## src/rtl/dmem_arbiter_if.sv

```systemverilog
// Bus bundle for dmem_arbiter: core and debug request ports plus the data memory port.
// The slave modport is the arbiter's view; the master modport is the surrounding system's view.
interface dmem_arbiter_if #(
  parameter int ADDR_W = 32,
  parameter int DATA_W = 32
);
  logic                  core_req_i;
  logic                  core_we_i;
  logic [DATA_W/8-1:0]   core_be_i;
  logic [ADDR_W-1:0]     core_addr_i;
  logic [DATA_W-1:0]     core_wdata_i;
  logic                  core_gnt_o;
  logic                  core_rvalid_o;
  logic [DATA_W-1:0]     core_rdata_o;
  logic                  core_stall_o;

  logic                  dbg_req_i;
  logic                  dbg_we_i;
  logic [DATA_W/8-1:0]   dbg_be_i;
  logic [ADDR_W-1:0]     dbg_addr_i;
  logic [DATA_W-1:0]     dbg_wdata_i;
  logic                  dbg_gnt_o;
  logic                  dbg_rvalid_o;
  logic [DATA_W-1:0]     dbg_rdata_o;

  logic                  mem_req_o;
  logic                  mem_we_o;
  logic [DATA_W/8-1:0]   mem_be_o;
  logic [ADDR_W-1:0]     mem_addr_o;
  logic [DATA_W-1:0]     mem_wdata_o;
  logic [DATA_W-1:0]     mem_rdata_i;

  modport slave (
    input  core_req_i, core_we_i, core_be_i, core_addr_i, core_wdata_i,
    output core_gnt_o, core_rvalid_o, core_rdata_o, core_stall_o,
    input  dbg_req_i, dbg_we_i, dbg_be_i, dbg_addr_i, dbg_wdata_i,
    output dbg_gnt_o, dbg_rvalid_o, dbg_rdata_o,
    output mem_req_o, mem_we_o, mem_be_o, mem_addr_o, mem_wdata_o,
    input  mem_rdata_i
  );

  modport master (
    output core_req_i, core_we_i, core_be_i, core_addr_i, core_wdata_i,
    input  core_gnt_o, core_rvalid_o, core_rdata_o, core_stall_o,
    output dbg_req_i, dbg_we_i, dbg_be_i, dbg_addr_i, dbg_wdata_i,
    input  dbg_gnt_o, dbg_rvalid_o, dbg_rdata_o,
    input  mem_req_o, mem_we_o, mem_be_o, mem_addr_o, mem_wdata_o,
    output mem_rdata_i
  );
endinterface

```

## src/rtl/dmem_arbiter.sv

```systemverilog
// dmem_arbiter: shares one fixed-latency single-port data memory between the core and debug ports.
// Define DMEM_ARB_RR_EN for round-robin tie-breaking; otherwise the core port has fixed priority.
module dmem_arbiter #(
  parameter int ADDR_W      = 32,
  parameter int DATA_W      = 32,
  parameter int MEM_LATENCY = 1
) (
  input  logic          clk,
  input  logic          rst_n,
  dmem_arbiter_if.slave bus
);
  localparam int         BE_W     = DATA_W / 8;
  localparam logic [1:0] ST_IDLE  = 2'd0;
  localparam logic [1:0] ST_ISSUE = 2'd1;
  localparam logic [1:0] ST_WAIT  = 2'd2;
  localparam logic       OWN_CORE = 1'b0;
  localparam logic       OWN_DBG  = 1'b1;
  localparam logic [3:0] LAT_C    = 4'(MEM_LATENCY);

  if ((MEM_LATENCY < 1) || (MEM_LATENCY > 15)) begin : g_lat_chk
    $error("dmem_arbiter: MEM_LATENCY must lie in 1..15");
  end

  logic [1:0]        state_r;
  logic [1:0]        state_nxt_s;
  logic [3:0]        cnt_r;
  logic              owner_r;
  logic              winner_s;
  logic              any_req_s;
  logic              grant_s;
  logic              done_s;
  logic              mem_req_r;
  logic              mem_we_r;
  logic [BE_W-1:0]   mem_be_r;
  logic [ADDR_W-1:0] mem_addr_r;
  logic [DATA_W-1:0] mem_wdata_r;

  assign any_req_s = bus.core_req_i | bus.dbg_req_i;
  assign grant_s   = (state_r == ST_IDLE) & any_req_s;
  assign done_s    = (state_r == ST_WAIT) & (cnt_r == 4'd1);

`ifdef DMEM_ARB_RR_EN
  logic last_owner_r;

  // Tie goes to the port that was not granted last.
  always_comb begin
    if (bus.core_req_i && bus.dbg_req_i) begin
      winner_s = ~last_owner_r;
    end else if (bus.core_req_i) begin
      winner_s = OWN_CORE;
    end else begin
      winner_s = OWN_DBG;
    end
  end

  // Remember who won the most recent grant; starts as dbg so core wins the first tie.
  always_ff @(posedge clk or negedge rst_n) begin
    if (!rst_n) begin
      last_owner_r <= OWN_DBG;
    end else if (grant_s) begin
      last_owner_r <= winner_s;
    end else begin
      last_owner_r <= last_owner_r;
    end
  end
`else
  // Fixed priority: core always beats dbg.
  always_comb begin
    if (bus.core_req_i) begin
      winner_s = OWN_CORE;
    end else begin
      winner_s = OWN_DBG;
    end
  end
`endif

  // Next-state decode for the IDLE -> ISSUE -> WAIT sequence.
  always_comb begin
    state_nxt_s = state_r;
    case (state_r)
      ST_IDLE:  state_nxt_s = any_req_s ? ST_ISSUE : ST_IDLE;
      ST_ISSUE: state_nxt_s = ST_WAIT;
      ST_WAIT:  state_nxt_s = done_s ? ST_IDLE : ST_WAIT;
      default:  state_nxt_s = ST_IDLE;
    endcase
  end

  // State, latency counter, owner and the latched memory command.
  always_ff @(posedge clk or negedge rst_n) begin
    if (!rst_n) begin
      state_r     <= ST_IDLE;
      cnt_r       <= 4'd0;
      owner_r     <= OWN_CORE;
      mem_req_r   <= 1'b0;
      mem_we_r    <= 1'b0;
      mem_be_r    <= {BE_W{1'b0}};
      mem_addr_r  <= {ADDR_W{1'b0}};
      mem_wdata_r <= {DATA_W{1'b0}};
    end else begin
      state_r   <= state_nxt_s;
      mem_req_r <= grant_s;
      case (state_r)
        ST_ISSUE: cnt_r <= LAT_C;
        ST_WAIT:  cnt_r <= cnt_r - 4'd1;
        default:  cnt_r <= 4'd0;
      endcase
      if (grant_s) begin
        owner_r <= winner_s;
        if (winner_s == OWN_CORE) begin
          mem_we_r    <= bus.core_we_i;
          mem_be_r    <= bus.core_be_i;
          mem_addr_r  <= bus.core_addr_i;
          mem_wdata_r <= bus.core_wdata_i;
        end else begin
          mem_we_r    <= bus.dbg_we_i;
          mem_be_r    <= bus.dbg_be_i;
          mem_addr_r  <= bus.dbg_addr_i;
          mem_wdata_r <= bus.dbg_wdata_i;
        end
      end else begin
        owner_r     <= owner_r;
        mem_we_r    <= mem_we_r;
        mem_be_r    <= mem_be_r;
        mem_addr_r  <= mem_addr_r;
        mem_wdata_r <= mem_wdata_r;
      end
    end
  end

  // Grants are gated by rst_n so a request held through reset never sees a grant pulse.
  always_comb begin
    bus.core_gnt_o    = rst_n & grant_s & (winner_s == OWN_CORE);
    bus.dbg_gnt_o     = rst_n & grant_s & (winner_s == OWN_DBG);
    bus.core_rvalid_o = done_s & (owner_r == OWN_CORE);
    bus.dbg_rvalid_o  = done_s & (owner_r == OWN_DBG);
    if (bus.core_rvalid_o && !mem_we_r) begin
      bus.core_rdata_o = bus.mem_rdata_i;
    end else begin
      bus.core_rdata_o = {DATA_W{1'b0}};
    end
    if (bus.dbg_rvalid_o && !mem_we_r) begin
      bus.dbg_rdata_o = bus.mem_rdata_i;
    end else begin
      bus.dbg_rdata_o = {DATA_W{1'b0}};
    end
    bus.core_stall_o = bus.core_req_i & ~bus.core_rvalid_o;
    bus.mem_req_o    = mem_req_r;
    bus.mem_we_o     = mem_we_r;
    bus.mem_be_o     = mem_be_r;
    bus.mem_addr_o   = mem_addr_r;
    bus.mem_wdata_o  = mem_wdata_r;
  end
endmodule

```

## src/flat_wrapper.sv

```systemverilog
// flat-port wrapper written by rule: the top's interface ports become plain ports
module dmem_arbiter_flat 
#(
  parameter int ADDR_W      = 32,
  parameter int DATA_W      = 32,
  parameter int MEM_LATENCY = 1
)
  (clk, rst_n, bus_core_req_i, bus_core_we_i, bus_core_be_i, bus_core_addr_i, bus_core_wdata_i, bus_core_gnt_o, bus_core_rvalid_o, bus_core_rdata_o, bus_core_stall_o, bus_dbg_req_i, bus_dbg_we_i, bus_dbg_be_i, bus_dbg_addr_i, bus_dbg_wdata_i, bus_dbg_gnt_o, bus_dbg_rvalid_o, bus_dbg_rdata_o, bus_mem_req_o, bus_mem_we_o, bus_mem_be_o, bus_mem_addr_o, bus_mem_wdata_o, bus_mem_rdata_i);
  dmem_arbiter_if #(.ADDR_W(ADDR_W), .DATA_W(DATA_W)) bus_i ();
  input  logic clk;
  input  logic rst_n;
  input wire logic [$bits(bus_i.core_req_i)-1:0] bus_core_req_i;
  input wire logic [$bits(bus_i.core_we_i)-1:0] bus_core_we_i;
  input wire logic [$bits(bus_i.core_be_i)-1:0] bus_core_be_i;
  input wire logic [$bits(bus_i.core_addr_i)-1:0] bus_core_addr_i;
  input wire logic [$bits(bus_i.core_wdata_i)-1:0] bus_core_wdata_i;
  output wire logic [$bits(bus_i.core_gnt_o)-1:0] bus_core_gnt_o;
  output wire logic [$bits(bus_i.core_rvalid_o)-1:0] bus_core_rvalid_o;
  output wire logic [$bits(bus_i.core_rdata_o)-1:0] bus_core_rdata_o;
  output wire logic [$bits(bus_i.core_stall_o)-1:0] bus_core_stall_o;
  input wire logic [$bits(bus_i.dbg_req_i)-1:0] bus_dbg_req_i;
  input wire logic [$bits(bus_i.dbg_we_i)-1:0] bus_dbg_we_i;
  input wire logic [$bits(bus_i.dbg_be_i)-1:0] bus_dbg_be_i;
  input wire logic [$bits(bus_i.dbg_addr_i)-1:0] bus_dbg_addr_i;
  input wire logic [$bits(bus_i.dbg_wdata_i)-1:0] bus_dbg_wdata_i;
  output wire logic [$bits(bus_i.dbg_gnt_o)-1:0] bus_dbg_gnt_o;
  output wire logic [$bits(bus_i.dbg_rvalid_o)-1:0] bus_dbg_rvalid_o;
  output wire logic [$bits(bus_i.dbg_rdata_o)-1:0] bus_dbg_rdata_o;
  output wire logic [$bits(bus_i.mem_req_o)-1:0] bus_mem_req_o;
  output wire logic [$bits(bus_i.mem_we_o)-1:0] bus_mem_we_o;
  output wire logic [$bits(bus_i.mem_be_o)-1:0] bus_mem_be_o;
  output wire logic [$bits(bus_i.mem_addr_o)-1:0] bus_mem_addr_o;
  output wire logic [$bits(bus_i.mem_wdata_o)-1:0] bus_mem_wdata_o;
  input wire logic [$bits(bus_i.mem_rdata_i)-1:0] bus_mem_rdata_i;
  assign bus_i.core_req_i = bus_core_req_i;
  assign bus_i.core_we_i = bus_core_we_i;
  assign bus_i.core_be_i = bus_core_be_i;
  assign bus_i.core_addr_i = bus_core_addr_i;
  assign bus_i.core_wdata_i = bus_core_wdata_i;
  assign bus_core_gnt_o = bus_i.core_gnt_o;
  assign bus_core_rvalid_o = bus_i.core_rvalid_o;
  assign bus_core_rdata_o = bus_i.core_rdata_o;
  assign bus_core_stall_o = bus_i.core_stall_o;
  assign bus_i.dbg_req_i = bus_dbg_req_i;
  assign bus_i.dbg_we_i = bus_dbg_we_i;
  assign bus_i.dbg_be_i = bus_dbg_be_i;
  assign bus_i.dbg_addr_i = bus_dbg_addr_i;
  assign bus_i.dbg_wdata_i = bus_dbg_wdata_i;
  assign bus_dbg_gnt_o = bus_i.dbg_gnt_o;
  assign bus_dbg_rvalid_o = bus_i.dbg_rvalid_o;
  assign bus_dbg_rdata_o = bus_i.dbg_rdata_o;
  assign bus_mem_req_o = bus_i.mem_req_o;
  assign bus_mem_we_o = bus_i.mem_we_o;
  assign bus_mem_be_o = bus_i.mem_be_o;
  assign bus_mem_addr_o = bus_i.mem_addr_o;
  assign bus_mem_wdata_o = bus_i.mem_wdata_o;
  assign bus_i.mem_rdata_i = bus_mem_rdata_i;
  dmem_arbiter #(.ADDR_W(ADDR_W), .DATA_W(DATA_W), .MEM_LATENCY(MEM_LATENCY)) u_core (.clk(clk), .rst_n(rst_n), .bus(bus_i));
endmodule
```

## config.mk

```make
export PLATFORM = sky130hd
export DESIGN_NAME = dmem_arbiter_flat
export DESIGN_NICKNAME = d
export VERILOG_FILES = /design/src/rtl/dmem_arbiter_if.sv /design/src/rtl/dmem_arbiter.sv /design/src/flat_wrapper.sv
export SDC_FILE = /design/constraint.sdc
export NUM_CORES = 1
export LEC_CHECK = 0
export BUFFER_PORTS_ARGS = -buffer_cell sky130_fd_sc_hd__buf_2
export CAP_MARGIN = 0
export CORE_AREA = 2 2 123 125
export CTS_CLUSTER_DIAMETER = 50
export DETAILED_ROUTE_END_ITERATION = 10
export DIE_AREA = 0 0 125 127
export HOLD_SLACK_MARGIN = 0.06
export PLACE_DENSITY = 0.69
export SLEW_MARGIN = 5
export SYNTH_ARGS = -nofsm -noshare
export SYNTH_HDL_FRONTEND = slang
export SYNTH_SLANG_ARGS = --single-unit
```

## constraint.sdc

```tcl
create_clock -name clk -period 3.2 [get_ports clk]
set_input_delay 0.48 -clock clk [delete_from_list [all_inputs] [get_ports clk]]
set_output_delay 0.48 -clock clk [all_outputs]
set_load 0.02 [all_outputs]
```

==> results of run 1 <==
==> layout make-up <==
cell class | count | area [um2] | share of cell area
sequential | 77 | 1930 | 0.278
inverter | 6 | 25.0 | 0.00361
timing repair buffer | 321 | 1660 | 0.239
tap | 184 | 230 | 0.0332
clock buffer | 11 | 253 | 0.0364
clock inverter | 5 | 57.6 | 0.00829
multi-input combinational | 261 | 2790 | 0.401
==> cells by family (layout without fill, tap and decap cells) <==
group	after synthesis	count (layout)	synth area share
multiplexers	139	139	0.413
AND/OR/NAND/NOR	109	109	0.120
flip-flops	77	77	0.387
buffers and inverters	38	343	0.0548
adder cells (fa/ha/maj)	6	6	0.0151
AO/OA/AOI/OAI	6	6	0.00854
XOR/XNOR	1	1	0.00176
==> cells in the mapped netlist <==
cell       instances
a21oi_1            1
or4_1              1
buf_12             6
o21a_1             2
o31ai_1            1
buf_6              2
nand2b_1          33
inv_1              4
nand2_1            1
nand4bb_1          1
mux2_1             3
mux2i_1            1
dfrtp_1           77
nor2b_1            1
o22ai_1            1
o21ai_2            1
nor2_1             5
ha_1               6
buf_2             11
mux2_4           132
and3_1             1
clkbuf_1          12
buf_4              1
nor3_1            64
nor3b_1            2
inv_2              2
mux2_2             3
xnor2_1            1
==> per-stage QoR <==
| stage | setup WS (ns) | power (mW) | util | area [um2] | std cells |
|---|---|---|---|---|---|
| 6_report | 0.495 | 5.99 | 0.481 | 6940 | 865 |
| 5_1_grt | 0.323 | 6.33 | 0.481 | 6940 | 865 |
| 4_1_cts | 0.498 | 6.07 | 0.481 | 6940 | 865 |
| 3_5_place_dp | 0.838 | 5.00 | 0.459 | 6620 | 848 |
| 3_3_place_gp | 0.887 | 4.95 | 0.459 | 6620 | 848 |
| 2_1_floorplan | 1.04 | 4.02 | - | 4980 | 376 |
==> power by group <==
part           total (mW)  switching (mW)  internal, mW
Clock                1.04           0.393         0.648
Combinational        3.15            1.64          1.51
Sequential           1.80           0.332          1.47
Total                5.99            2.36          3.63
==> critical path: stages (launching register included) <==
cell       delay (ns)
dfrtp_1          0.40
inv_1            0.11
ha_1             0.24
nand4bb_2        0.32
buf_4            0.38
nor3_1           0.23
buf_2            0.20
==> layer usage <==
layer  wire (um)  share of wire  global-route usage  up-vias
li1            -              -                   -     1928
met2        7530           0.54               0.335      204
met3         916          0.065              0.0360       19
met5           0              0                   0        -
met1        5260           0.37               0.180     1816
met4         362          0.026              0.0647        0
==> cells in the final DEF (no fill, tap or decap), drive strengths merged <==
cell type,n
nor3b,2
clkinv,3
dfrtp,77
o21ai,1
nand2,1
mux2i,1
o31ai,1
inv,7
a21oi,1
nor2b,1
or4,1
o22ai,1
ha,6
dlygate4sd3,1
o21a,2
buf,320
nand2b,33
and3,1
nor2,5
clkbuf,11
mux2,138
nor3,64
nand4bb,1
xnor2,1
bufinv,1
==> worst paths after layout <==
| path | start | to | slack [ns] | cells after the start |
|---|---|---|---|---|
| min in group asynchronous | rst_n | u_core.bus.mem_addr_o[23]$_DFFE_PN0P_ | 0.57 | 2 |
| setup / recovery | u_core.state_r[0]$_DFF_PN0_ | bus_core_rdata_o[2] | 0.49 | 6 |
| setup reg to reg | u_core.state_r[0]$_DFF_PN0_ | u_core.bus.mem_addr_o[29]$_DFFE_PN0P_ | 1.19 | 6 |
| hold / removal | bus_dbg_req_i | u_core.state_r[0]$_DFF_PN0_ | 0.49 | 3 |
| max in group asynchronous | rst_n | u_core.bus.mem_wdata_o[24]$_DFFE_PN0P_ | 1.55 | 3 |
| hold reg to reg | u_core.bus.mem_wdata_o[0]$_DFFE_PN0P_ | u_core.bus.mem_wdata_o[0]$_DFFE_PN0P_ | 0.50 | 1 |
==> flip-flops by register name (all words and copies together), names as in the netlist <==
name	flops
u_core.bus.mem_we_o	1
u_core.owner_r	1
u_core.cnt_r	4
u_core.bus.mem_req_o	1
u_core.bus.mem_addr_o	32
u_core.state_r	2
u_core.bus.mem_be_o	4
u_core.bus.mem_wdata_o	32
==> metrics.yaml, run 1 <==
synth_cell_types: 28
whs_ns: 0.493
nets: 856
ant_nets: 0
cts-root-buf: "clkbuf_16"
die_x_um: 125
tns_ns: 0
finalMaxSlewViolations: 0
power_density_nw_per_um2: 863
h-tree-depth: 3
power_leakage_nw: 3.75
syn_area_um2: 4980
via_per_inst: 4.59
cts_tree: "done"
dr.pass1.iters: 4
die_h_um: 127
cp_max_fo: 46
worstPathArrival_ns: 2.23
die_area_um2: 15900
synth_cells: 376
max_freq_ghz: 0.370
cts_sinks: 77
rsz0062_at_grt: "false"
cts.path.max_buffers: 2
yosys.area.top_type_share: 0.398
status: "finished clean"
path_class: "reg -> out"
totalWireLength_um: 14100
vias: 3967
row_count: 44
place.gp.congestion: 0.769
synth.ff_latch_count: 77
startpoint_type: "flop"
tightest_slew_ns: 0.886
antenna-diode-count: 0
initial_core_util: 0.345
cts_resized: 0
final_layout_size_suffix_gt1_frac: 0.698
finalCritPeriodShare: 0.845
port_buffers: 312
avgSynthCellArea_um2: 13.2
first_global_vias: 4016
syn_to_final_growth_pct: 39.3
grt_pass1_wl_um: 21200
finalHoldViolCount: 0
core_area_um2: 14400
yosys.area.top_type: "mux2_4"
grt_overflow: 0
drv_cap: 0
synth_warnings: 0
route.detailed.drc: 0
layout_min_cycle_time_ns: 2.71
postCtsSetupRepairBufs: 0
grt_util_all_layers: 0.171
peakVddDrop_v: 0.000434
yosysSeqAreaShare: 0.387
hp-class: "in -> reg"
clk-insertion-delay-late_ns: 0.32
fillers: 1347
numCtsBuffers: 9
drt_iter0_markers: 74
path_clk_slew_ns: 0.06
syn_nets: 556
critPathRequiredTime_ns: 2.72
cp-end-kind: "output pin"
wl_per_cell_um: 16.3
setup_viol: 0
fin_worst_skew_ns: 0.00530
relSlewSlack: 0.409
yosys-top-cells-area: "mux2_4 40%, dfrtp_1 39%, nor3_1 6.4%"
ios: 313
postCtsHoldBufs: 1
hpwl_um: 11300
grt_max_degree: 72
antenna_found_initial: 1
Note: power is estimated with default switching activity, not from simulation.
==> inputs of run 2 (changes only) <==
--- a/config.mk
+++ b/config.mk
@@ -7,12 +7,12 @@
 export LEC_CHECK = 0
 export BUFFER_PORTS_ARGS = -buffer_cell sky130_fd_sc_hd__buf_2
 export CAP_MARGIN = 0
-export CORE_AREA = 2 2 123 125
+export CORE_AREA = 2 2 120 122
 export CTS_CLUSTER_DIAMETER = 50
 export DETAILED_ROUTE_END_ITERATION = 10
-export DIE_AREA = 0 0 125 127
+export DIE_AREA = 0 0 122 124
 export HOLD_SLACK_MARGIN = 0.06
-export PLACE_DENSITY = 0.69
+export PLACE_DENSITY = 0.74
 export SLEW_MARGIN = 5
 export SYNTH_ARGS = -nofsm -noshare
 export SYNTH_HDL_FRONTEND = slang
==> constraint.sdc (replaced) <==
create_clock -name clk -period 2.3 [get_ports clk]
set_input_delay 0.345 -clock clk [delete_from_list [all_inputs] [get_ports clk]]
set_output_delay 0.345 -clock clk [all_outputs]
set_load 0.02 [all_outputs]
==> run 2 against run 1 <==
Sequential share of layout area is 0.49 points lower. Sequential power is 39% higher. Sequential cell count stayed put. Non-clock buffer count is 5 higher. Register-to-register slack worse by 0.75 ns. Via count is 0.96% higher. Setup slack worse by 0.40 ns. Clock power is 57% higher.
==> metrics.yaml, run 2 (same netlist as run 1, synthesis figures left out) <==
cts.path.max_buffers: 2  # unchanged
power_mw: 8.53  # was 5.99 mW
finalMaxSlewViolations: 0  # unchanged
ant_nets: 0  # unchanged
first_global_vias: 3804  # was 4016
relSlewSlack: 0.532  # was 0.409
initial_core_util: 0.363  # was 0.345
port_buffers: 312  # unchanged
peakVddDrop_v: 0.000601  # was 0.000434 V
power_density_nw_per_um2: 1210  # was 863 nW/um2
grt_pass1_wl_um: 18900  # was 21200 um
seq_area_um2: 1930  # unchanged
hpwl_um: 10600  # was 11300 um
startpoint_type: "flop"  # unchanged
final_layout_size_suffix_gt1_frac: 0.707  # was 0.698
place.gp.congestion: 0.733  # was 0.769
die_x_um: 122  # was 125 um
grt_max_degree: 68  # was 72
totalWireLength_um: 13000  # was 14100 um
die_area_um2: 15100  # was 15900 um2
layout_min_cycle_time_ns: 2.21
mostFrequentLayoutCell: "buf_2"  # unchanged
cp_max_fo: 67  # was 46
drv_cap: 0  # unchanged
cts-root-buf: "clkbuf_16"  # unchanged
fillers: 1240  # was 1347
clk-insertion-delay-late_ns: 0.32  # about the same
drt_iter0_markers: 69  # was 74
power_leakage_nw: 3.80  # was 3.75 nW
numCtsBuffers: 9  # unchanged
max_freq_ghz: 0.453
setup_viol: 0  # unchanged
nets: 861  # was 856
row_count: 43  # was 44
worstPathArrival_ns: 1.86  # was 2.23 ns
fin_util: 0.515  # was 0.481
route.detailed.drc: 0  # unchanged
cts_sinks: 77  # unchanged
core_area_um2: 13700  # was 14400 um2
die_h_um: 124  # was 127 um
syn_to_final_growth_pct: 41.8  # was 39.3%
fin_worst_skew_ns: 0.00649  # was 0.00530 ns
finalHoldViolCount: 0  # unchanged
grt_util_all_layers: 0.161  # was 0.171
grt_overflow: 0  # unchanged
finalCritPeriodShare: 0.961
multi_input_area_um2: 2810  # was 2790 um2
mostFrequentLayoutCells: "307 x buf_2, 132 x mux2_4, 77 x dfrtp_1"  # was 310 x buf_2, 132 x mux2_4, 77 x dfrtp_1
critPathRequiredTime_ns: 1.96  # was 2.72 ns
status: "finished clean"  # unchanged
antenna-diode-count: 0  # unchanged
dr.pass1.iters: 4  # unchanged
cts_tree: "done"  # unchanged
h-tree-depth: 3  # unchanged
ios: 313  # unchanged
via_per_inst: 4.63  # was 4.59
antenna_found_initial: 1  # unchanged
postCtsSetupRepairBufs: 0  # unchanged
wl_per_cell_um: 15.1  # was 16.3 um
cp-end-kind: "output pin"  # unchanged
path_class: "reg -> out"  # unchanged
hp-class: "in -> reg"  # unchanged
vias: 4005  # was 3967
path_clk_slew_ns: 0.06  # about the same
tightest_slew_ns: 0.702  # was 0.886 ns
==> run 2: cell count changes in the layout (fill, tap and decap cells not counted), moves of 2 or more <==
cell       before  now
buf_2         310  307
nor3_2          0    4
bufinv_16       1    3
buf_4           8   14
buf_12          2    4
nor3_1         64   60
==> run 2: path summary, 6_finish.rpt <==
kind	cells after the start	start	to	slack (ns)
max reg2reg	6	u_core.state_r[0]$_DFF_PN0_	u_core.bus.mem_addr_o[30]$_DFFE_PN0P_	0.44
min	3	bus_dbg_req_i	u_core.state_r[0]$_DFF_PN0_	0.36
min in group asynchronous	3	rst_n	u_core.owner_r$_DFFE_PN0P_	0.65
min reg2reg	1	u_core.bus.mem_wdata_o[0]$_DFFE_PN0P_	u_core.bus.mem_wdata_o[0]$_DFFE_PN0P_	0.49
max	6	u_core.state_r[0]$_DFF_PN0_	bus_core_rdata_o[21]	0.09
max in group asynchronous	3	rst_n	u_core.bus.mem_wdata_o[27]$_DFFE_PN0P_	1.09
==> run 2: area by class of cell <==
| cell class | count | area share |
|---|---|---|
| clock buffer | 11 | 0.0358 |
| multi-input combinational | 261 | 0.398 |
| inverter | 6 | 0.00354 |
| clock inverter | 4 | 0.0135 |
| timing repair buffer | 326 | 0.245 |
| tap | 180 | 0.0319 |
| sequential | 77 | 0.273 |
==> run 2: metal layers <==
metal / global-route usage / share of wire
met5: 0 / 0.0010
met4: 0.0323 / 0.0068
met3: 0.0403 / 0.072
met2: 0.328 / 0.55
met1: 0.165 / 0.37
==> run 2: what timing repair did <==
| action | 4_1_cts | 5_1_grt |
|---|---|---|
| hold buffers | 1 | 0 |
| hold endpoints to repair | 26 | 0 |
| gates resized for setup | 1 | 11 |
| endpoints found under the setup margin | 33 | 50 |
| gates cloned | 0 | 0 |
==> run 2: report_power, final <==
part	switching (mW)	internal [mW]	leakage [nW]	total [mW]
registers	0.453	2.05	0.909	2.50
clock network	0.521	1.11	0.172	1.63
logic	2.26	2.14	2.72	4.40
total	3.23	5.30	3.80	8.53
==> run 2: critical path, cell delays in order (launching register included) <==
cell,delay [ns]
dfrtp_1,0.41
inv_1,0.11
ha_2,0.22
nand4bb_2,0.14
buf_12,0.22
nor3_1,0.22
buf_2,0.20
==> run 2: stage by stage <==
step / instances / hold WS [ns] / setup TNS [ns] / instance area (um2) / setup WS, ns
floorplan: 376 / 0.0494 / 0 / 4980 / 0.279
global placement: 849 / 0.398 / 0 / 6670 / 0.361
detailed placement: 849 / 0.391 / 0 / 6670 / 0.295
CTS: 865 / 0.346 / 0 / 7030 / 0.0628
global route: 865 / 0.361 / -0.0575 / 7070 / -0.0396
finish: 865 / 0.358 / 0 / 7070 / 0.0901
